<file path="config.mk">
export PLATFORM = sky130hd
export DESIGN_NAME = mc_deadtime_gate
export DESIGN_NICKNAME = d
export VERILOG_FILES = /design/src/rtl/mc_gate_pkg.sv /design/src/rtl/mc_deadtime_phase.sv /design/src/rtl/mc_deadtime_gate.sv
export SDC_FILE = /design/constraint.sdc
export NUM_CORES = 1
export LEC_CHECK = 0
export ABC_AREA = 1
export CAP_MARGIN = 10
export CORE_MARGIN = 4
export CORE_UTILIZATION = 45
export CTS_BUF_LIST = sky130_fd_sc_hd__clkbuf_8 sky130_fd_sc_hd__clkbuf_16
export CTS_CLUSTER_DIAMETER = 80
export CTS_CLUSTER_SIZE = 40
export DETAILED_ROUTE_END_ITERATION = 16
export HOLD_SLACK_MARGIN = 0.12
export PLACE_DENSITY_LB_ADDON = 0.05
export RECOVER_POWER = 100
export SYNTH_ARGS = -nofsm -noshare
export SYNTH_HDL_FRONTEND = slang
export SYNTH_SLANG_ARGS = --single-unit
export TNS_END_PERCENT = 100
</file>
<file path="constraint.sdc">
create_clock -name HCLK -period 1.7 [get_ports HCLK]
set_input_delay 0.51 -clock HCLK [delete_from_list [all_inputs] [get_ports HCLK]]
set_output_delay 0.51 -clock HCLK [all_outputs]
set_load 0.03 [all_outputs]
</file>
<file path="src/rtl/mc_gate_pkg.sv">
// Shared types and helpers for the three-phase dead-time gate driver.
// Optional minimum on-time (MC_MIN_ON_EN) is handled in mc_deadtime_phase.
package mc_gate_pkg;

    localparam int NPH = 3;

    typedef enum logic [1:0] {
        OFF  = 2'd0,
        H_ON = 2'd1,
        L_ON = 2'd2,
        DEAD = 2'd3
    } ph_state_t;

    typedef enum logic [1:0] {
        NONE = 2'd0,
        HIGH = 2'd1,
        LOW  = 2'd2
    } req_t;

    // A disabled block or a simultaneous high+low request both decode as "neither".
    function automatic req_t decode_req(input logic en, input logic vh, input logic vl);
        if (!en || (vh == vl)) begin
            return NONE;
        end
        return vh ? HIGH : LOW;
    endfunction

endpackage

</file>
<file path="src/rtl/mc_deadtime_phase.sv">
// One half-bridge: OFF/H_ON/L_ON/DEAD FSM with dead counter and registered gates.
// With MC_MIN_ON_EN defined, an on-timer holds H_ON/L_ON for at least MIN_ON cycles.
module mc_deadtime_phase
    import mc_gate_pkg::*;
#(
    parameter int DT_W   = 8,
    parameter int MIN_ON = 4
) (
    input  logic            HCLK,
    input  logic            HRESETn,
    input  req_t            i_req,
    input  logic            i_force,
    input  logic [DT_W-1:0] i_dt,
    output logic            o_gh,
    output logic            o_gl
);

    ph_state_t       r_state;
    ph_state_t       w_state_nxt;
    logic [DT_W-1:0] r_cnt;
    logic [DT_W-1:0] w_cnt_nxt;
    logic            r_gh;
    logic            r_gl;
    logic            w_gh_nxt;
    logic            w_gl_nxt;

`ifdef MC_MIN_ON_EN
    localparam int ON_W = (MIN_ON > 2) ? $clog2(MIN_ON) : 1;
    logic [ON_W-1:0] r_ontmr;
    logic [ON_W-1:0] w_ontmr_nxt;
    logic            w_hold;

    assign w_hold = (r_ontmr != '0);
`else
    logic w_unused_min_on;
    assign w_unused_min_on = (MIN_ON != 0);
`endif

    // Gates are registered from the next state so they never glitch on state decode.
    always_ff @(posedge HCLK or negedge HRESETn) begin
        if (!HRESETn) begin
            r_state <= OFF;
            r_cnt   <= '0;
            r_gh    <= 1'b0;
            r_gl    <= 1'b0;
`ifdef MC_MIN_ON_EN
            r_ontmr <= '0;
`endif
        end else begin
            r_state <= w_state_nxt;
            r_cnt   <= w_cnt_nxt;
            r_gh    <= w_gh_nxt;
            r_gl    <= w_gl_nxt;
`ifdef MC_MIN_ON_EN
            r_ontmr <= w_ontmr_nxt;
`endif
        end
    end

    always_comb begin
        w_state_nxt = r_state;
        w_cnt_nxt   = r_cnt;
        if (i_force) begin
            w_state_nxt = DEAD;
            w_cnt_nxt   = i_dt;
        end else begin
            unique case (r_state)
                OFF, DEAD: begin
                    if ((r_state == DEAD) && (r_cnt != '0)) begin
                        w_cnt_nxt = r_cnt - DT_W'(1);
                    end else begin
                        case (i_req)
                            HIGH:    w_state_nxt = H_ON;
                            LOW:     w_state_nxt = L_ON;
                            default: w_state_nxt = OFF;
                        endcase
                    end
                end
                H_ON, L_ON: begin
`ifdef MC_MIN_ON_EN
                    if (!w_hold && (i_req != ((r_state == H_ON) ? HIGH : LOW))) begin
`else
                    if (i_req != ((r_state == H_ON) ? HIGH : LOW)) begin
`endif
                        w_state_nxt = DEAD;
                        w_cnt_nxt   = i_dt;
                    end
                end
                default: w_state_nxt = OFF;
            endcase
        end
    end

`ifdef MC_MIN_ON_EN
    always_comb begin
        w_ontmr_nxt = r_ontmr;
        if ((w_state_nxt == H_ON || w_state_nxt == L_ON) && (w_state_nxt != r_state)) begin
            w_ontmr_nxt = ON_W'(MIN_ON - 1);
        end else if (w_hold) begin
            w_ontmr_nxt = r_ontmr - ON_W'(1);
        end
    end
`endif

    always_comb begin
        w_gh_nxt = (w_state_nxt == H_ON);
        w_gl_nxt = (w_state_nxt == L_ON);
    end

    assign o_gh = r_gh;
    assign o_gl = r_gl;

endmodule

</file>
<file path="src/rtl/mc_deadtime_gate.sv">
// Three-phase dead-time gate driver: request decode, shoot-through flags, fault latch.
// Define MC_MIN_ON_EN to enforce a minimum gate on-time of MIN_ON cycles.
module mc_deadtime_gate
    import mc_gate_pkg::*;
#(
    parameter int DT_W   = 8,
    parameter int MIN_ON = 4
) (
    input  logic            HCLK,
    input  logic            HRESETn,
    input  logic            en,
    input  logic [DT_W-1:0] dt_cycles,
    input  logic [NPH-1:0]  VH_in,
    input  logic [NPH-1:0]  VL_in,
    input  logic            fault_n,
    input  logic            fault_clr,
    output logic [NPH-1:0]  GH,
    output logic [NPH-1:0]  GL,
    output logic            fault_latched,
    output logic [NPH-1:0]  shoot_err
);

    logic [1:0]     r_fault_sync;
    logic           r_fault_latched;
    logic [NPH-1:0] r_shoot_err;
    logic           w_fault_active;
    logic           w_force;
    req_t           w_req [NPH];

    // Synchronizer idles high so reset never looks like a fault.
    always_ff @(posedge HCLK or negedge HRESETn) begin
        if (!HRESETn) begin
            r_fault_sync <= 2'b11;
        end else begin
            r_fault_sync <= {r_fault_sync[0], fault_n};
        end
    end

    assign w_fault_active = ~r_fault_sync[1];
    // The raw synchronized fault also forces DEAD so gates fall alongside the latch.
    assign w_force        = r_fault_latched | w_fault_active;

    always_ff @(posedge HCLK or negedge HRESETn) begin
        if (!HRESETn) begin
            r_fault_latched <= 1'b0;
            r_shoot_err     <= '0;
        end else begin
            if (w_fault_active) begin
                r_fault_latched <= 1'b1;
            end else if (fault_clr) begin
                r_fault_latched <= 1'b0;
            end
            r_shoot_err <= (fault_clr ? '0 : r_shoot_err) | ({NPH{en}} & VH_in & VL_in);
        end
    end

    always_comb begin
        for (int i = 0; i < NPH; i++) begin
            w_req[i] = decode_req(en, VH_in[i], VL_in[i]);
        end
    end

    for (genvar g = 0; g < NPH; g++) begin : g_phase
        mc_deadtime_phase #(
            .DT_W   (DT_W),
            .MIN_ON (MIN_ON)
        ) u_phase (
            .HCLK    (HCLK),
            .HRESETn (HRESETn),
            .i_req   (w_req[g]),
            .i_force (w_force),
            .i_dt    (dt_cycles),
            .o_gh    (GH[g]),
            .o_gl    (GL[g])
        );
    end

    assign fault_latched = r_fault_latched;
    assign shoot_err     = r_shoot_err;

endmodule

</file>
### Word level (Yosys, flattened, before mapping)

Index checks and enable logic that the tools add are counted.

* add/subtract/negate cells: 3
* eq/ne operators: 34
* mux-type cells: 45
* bitwise operators: 5
* reduce and logical (&&, ||, !) cells: 22

Operator list (count)
* 2-to-1 mux 8 bit: 9
* one-hot mux 8 bit (2 select lines): 3
* 2-to-1 mux 2 bit: 21
* equality test 2 bit, second input constant: 12
* one-hot mux 2 bit (2 select lines): 6
* nonzero test 8 bit: 3
* subtractor 8 x 1 -> 8 bit, second input constant: 3
* equality test 2 x 1 -> 1 bit, second input constant: 9
* inequality test 3 x 2 -> 1 bit, second input constant: 4
* OR reduction 2 bit: 6
* bitwise AND 3 bit: 2
* logical NOT 2 bit: 3
* inequality test 2 bit: 3
* inequality test 3 x 1 -> 1 bit, second input constant: 2
* AND reduction 2 bit: 3
* 2-to-1 mux 1 bit: 5
* equality test 1 bit: 3
* logical AND 1 bit: 3
* logical OR 1 bit: 3
* 2-to-1 mux 3 bit: 1
* OR 3 bit: 1
* inequality test 2 bit, second input constant: 1
* logical NOT 1 bit: 1
* inverter 1 bit: 1
* OR 1 bit: 1

* register bits after elaboration: 42
* output and inout bits: 10
* logic and storage cells: 124

### Longest topological paths before layout

* word-level depth: 10
* depth in mapped cells: 11

### Hierarchy

A second synthesis with hierarchy kept.

* cells, all modules: 404
* area total of the unflattened synthesis: 3123.0 um^2

Modules (own cells, without submodules)
* mc_deadtime_phase: times used 3, cells each 122, area an instance 943.4 um^2, seq. area each 300.3 um^2
* mc_deadtime_gate: times used 1, cells each 38, area an instance 292.8 um^2, seq. area each 152.6 um^2

### Least setup slack after synthesis

No wires, ideal clock.

* kind: register to register
* start: register g_phase[0].u_phase.r_state[0]
* end: register g_phase[0].u_phase.r_cnt[7]
* setup time: 0.117 ns
* arrival: 1.375 ns
* slack: 0.208 ns
* stages on the path, launching flop included: 10
* path buffers: 1
* clock period less this slack: 1.492 ns
* cells stage by stage: dfrtp_1 -> ha_1 -> inv_2 -> nor2_1 -> nand2_2 -> nand2_4 -> inv_2 -> buf_6 -> nand2_2 -> o21ai_2

* word-level cells in the longest chain between the ends: 5
* elaborated cells between the ends (all ways): 14
* those cells by class: eq/ne (6); mux (3); reduce/logical (5)

RTL lines
* from (decl): line mc_deadtime_phase.sv:18 `ph_state_t r_state;`
* from (signal assigned): line mc_deadtime_phase.sv:50 `r_state <= w_state_nxt;`
* equality test 2 x 1 -> 1 bit: line mc_deadtime_phase.sv:67, mc_deadtime_phase.sv:83
* 2-to-1 mux 2 bit: line mc_deadtime_phase.sv:83 `if (i_req != ((r_state == H_ON) ? HIGH : LOW)) begin`
* inequality test 2 bit: line mc_deadtime_phase.sv:83
* inequality test 3 x 1 -> 1 bit (no line)
* AND reduction 2 bit (no line)
* to (signal assigned): line mc_deadtime_phase.sv:51 `r_cnt <= w_cnt_nxt;`
* to (decl): line mc_deadtime_phase.sv:20 `logic [DT_W-1:0] r_cnt;`

Several ways; a longest one is shown, not always the timed one.
A chain may end at the register's enable or synchronous reset.

### Final worst setup path

* start: input VH_in[1]
* end: register g_phase[1].u_phase.r_cnt[7]

* word-level cells in the longest chain between the ends: 7
* elaborated cells between the ends (all ways): 8
* those cells by class: eq/ne (3); mux (3); reduce/logical (2)

RTL lines
* from (decl): line mc_deadtime_gate.sv:13 `input logic [NPH-1:0] VH_in,`
* equality test 1 bit: line mc_gate_pkg.sv:22 `if (!en || (vh == vl)) begin`
* logical OR 1 bit: line mc_gate_pkg.sv:22
* 2-to-1 mux 1 bit: line mc_gate_pkg.sv:22
* 2-to-1 mux 2 bit (*): line mc_gate_pkg.sv:25 `return vh ? HIGH : LOW;`
* inequality test 2 bit (*): line mc_deadtime_phase.sv:83
* inequality test 3 x 2 -> 1 bit (no line) (*)
* AND reduction 2 bit (no line) (*)
* to (signal assigned): line mc_deadtime_phase.sv:51
* to (decl): line mc_deadtime_phase.sv:20

Every way passes the cells marked *; elsewhere a longest branch is shown, timed or not.

==> flow_summary.ini <==
[routing]
drc = 0
vias = 2480
wl_met2_microns = 2827
ant_nets = 0
wl_met1_microns = 2899
first_pass_iters = 4
wl_per_cell_microns = 12.34
via_per_inst = 5.020
routed-wl-met3_microns = 308
wl_microns = 6098
drt_iter0_drc = 148
top_layer_used = met4

[worst_setup_path]
reg2reg_from = g_phase[0].u_phase.r_state[0]
startpoint_type = input port
path_class = input port to flop
worstPathRequired_ns = 1.88
worstPathMaxFanout = 3
rrSetupSlack_ns = 0.16
cp-startpoint = VH_in[1]
crit_end = g_phase[1].u_phase.r_cnt[7]
r2r-end = g_phase[0].u_phase.r_cnt[2]
cp-end-kind = flop
rr_worst_depth = 8
critPathArrivalTime_ns = 1.80

[timing]
tightest_slew_ns = 0.8589
min_period_over_period_pct = 95.56
worst_clock_skew_ns = 0.01204
fmax_mhz = 615.5
period_minus_slack_ns = 1.625
drv_slew = 0
max_slew_margin_pct = 42.74
setup_ws_ns = 0.07542
tns_ns = 0
setup_viol = 0
hold_viol = 0

[final_layout]
area_growth_pct = 22.43
drive_gt1_share_pct = 21.72
antenna_cells = 0
num-fill-cells = 570
layout.nets = 449

[yosys]
yosys_register_bits = 42
ys_warn_count = 0
synthTopCellsByCount = nand2_1, inv_1, dfrtp_1, nand3_1, nor2_1
synthFlopType = dfrtp_1
synth.distinct_cells = 29
async_flop_share_pct = 100.0
synth-edff-count = 0
netlist_instances = 370
synth-seq-area-share_pct = 37.77
yosysTopAreaCell = dfrtp_1
synthTopCellsByArea = dfrtp_1, nand2_1, inv_1
synth_most_common_cell = nand2_1
synth_area_per_cell_sq_um = 7.538
syn-num-nets = 401
netlist_area_sq_mm = 0.002789
synth_top_area_share_pct = 35.89

[clock_network]
numCtsBuffers = 5
postCtsSetupBuffers = 0
clockBufferDepth = 2
path_clk_slew_ns = 0.08
cts_sinks = 42
ctsRootBufferMaster = clkbuf_8
clk_latency_ns = 0.29
htree_levels = 2
cts_tree = built

[place]
io_buffers = 28
dp_hpwl_microns = 4749
pre_cts_ws_ns = -0.3020
place_congestion = 0.8467

[grt]
grt_antenna_before_repair = 0
grt_max_degree = 29
track_usage_pct = 17.71
gr-total-overflow = 0
grt_pass1_vias = 2393
grt_pass1_wl_microns = 10690

[power_and_ir_drop]
p_total_w = 0.002414
share_comb_of_total_power_pct = 20.0
p_sw_share_pct = 28.02
ir_worst_vdd_v = 0.0004893
p_switching_w = 0.0006764
internal-power_w = 0.001738
p_leak_nw = 1.777
pwr-share-clk_pct = 33.8
seqPwrFrac_pct = 46.2
p_per_area_mw_per_mm2 = 707.1

[hold_path]
min_path_type = flop to flop

[outcome]
status = finished, final reports clean

[die]
die_h_microns = 86.73
ios = 29
coreArea_sq_mm = 0.005956
num_rows = 28
dieArea_sq_mm = 0.007521
die_w_microns = 86.73
initial_utilization_pct = 46.83

[run]
maxCapViolCount = 0
[layout make-up]
class,count,area [sq um],area share [%]
Sequential cell,42,1054,30.85
Clock buffer,6,82.58,2.418
Multi-Input combinational cell,258,1455,42.62
Timing Repair Buffer,54,474.2,13.89
Tap cell,75,93.84,2.748
Clock inverter,2,33.78,0.9894
Inverter,57,221.5,6.486
[placed cells by master, fill, tap and decap left out, types with 2 or more instances in the layout]
cell             instances
nor2_1                  29
inv_2                    5
clkdlybuf4s50_1         14
inv_1                   50
nand4_1                  7
dfrtp_1                 40
nand2_1                 85
o21ai_0                 25
buf_4                   24
nor2_2                   5
a21oi_1                  4
dlygate4sd3_1            3
nand3_1                 30
ha_1                    11
o22ai_1                  2
clkbuf_8                 6
o21ai_1                  8
inv_4                    3
dfstp_2                  2
nand2_4                  4
a22oi_1                  2
nand2_2                 16
o21ai_2                 16
o32ai_1                  2
nor2_4                   3
nand3_2                  2
dlygate4sd2_1           10
[through the flow]
| step | cell area, sq um | util (%) | hold slack, ns | cells |
|---|---|---|---|---|
| 3_5_place_dp | 3257 | 54.68 | 0.3541 | 485 |
| 5_1_grt | 3415 | 57.33 | 0.3656 | 494 |
| 4_1_cts | 3371 | 56.60 | 0.3656 | 494 |
| 2_1_floorplan | 2789 | - | 0.2144 | 370 |
| 3_3_place_gp | 3257 | 54.68 | 0.3514 | 485 |
| 6_report | 3415 | 57.33 | 0.3630 | 494 |
[metal layers]
metal  vias up  GRT usage [%]
met5         -              0
met4         0          3.541
met3         6          3.612
met2        48          30.11
met1      1152          23.38
li1       1274              -
[how the worst min path moves through the flow]
stage / depth (start not counted) / endpoint / start
2_1_floorplan: 0 / fault_latched / HRESETn
3_3_place_gp: 0 / r_fault_sync[1] / r_fault_sync[0]
3_5_place_dp: 0 / r_fault_sync[1] / r_fault_sync[0]
4_1_cts: 0 / r_fault_sync[1] / r_fault_sync[0]
5_1_grt: 0 / r_fault_sync[1] / r_fault_sync[0]
6_report: 0 / r_fault_sync[1] / r_fault_sync[0]
[state kept, by name, indices dropped and copies added, names as in the netlist]
name and count:
fault_latched 1, g_phase.u_phase.r_cnt 24, g_phase.u_phase.o_gh 3, r_fault_sync 2, g_phase.u_phase.r_state 6, g_phase.u_phase.o_gl 3, shoot_err 3
[power by group through the flow]
stage	logic, W	clock network [W]	registers, W
after global placement	0.000478	0	0.00113
after global routing	0.000548	0.000887	0.00113
after detailed placement	0.000486	0	0.00114
after floorplan	0.000281	0	0.00114
final	0.000482	0.000816	0.00112
after CTS	0.000485	0.000849	0.00112
[kinds of logic after synthesis]
logic type / share of synthesized area, %
AOI/OAI and AO/OA: 13.55
xor gates and xnor gates: 0.9423
adders and majority gates: 5.383
buffers and inverters: 11.31
DFF: 37.77
and+or+nand+nor: 31.05
[worst max-delay path: stages]
cell             delay (ns)
clkdlybuf4s50_1        0.44
buf_4                  0.16
nand3_1                0.10
nand2_1                0.07
nand3_2                0.09
nand2_4                0.07
buf_4                  0.13
o21ai_0                0.17
nand2_1                0.07
[what timing repair did]
action / 4_1_cts / 5_1_grt
cloned: 0 / 0
endpoints found under the setup margin: 10 / 30
gates resized for setup: 10 / 12
hold buffers: 1 / 0
endpoints found under the hold margin: 8 / 0
(Power assumes the default switching activity.)
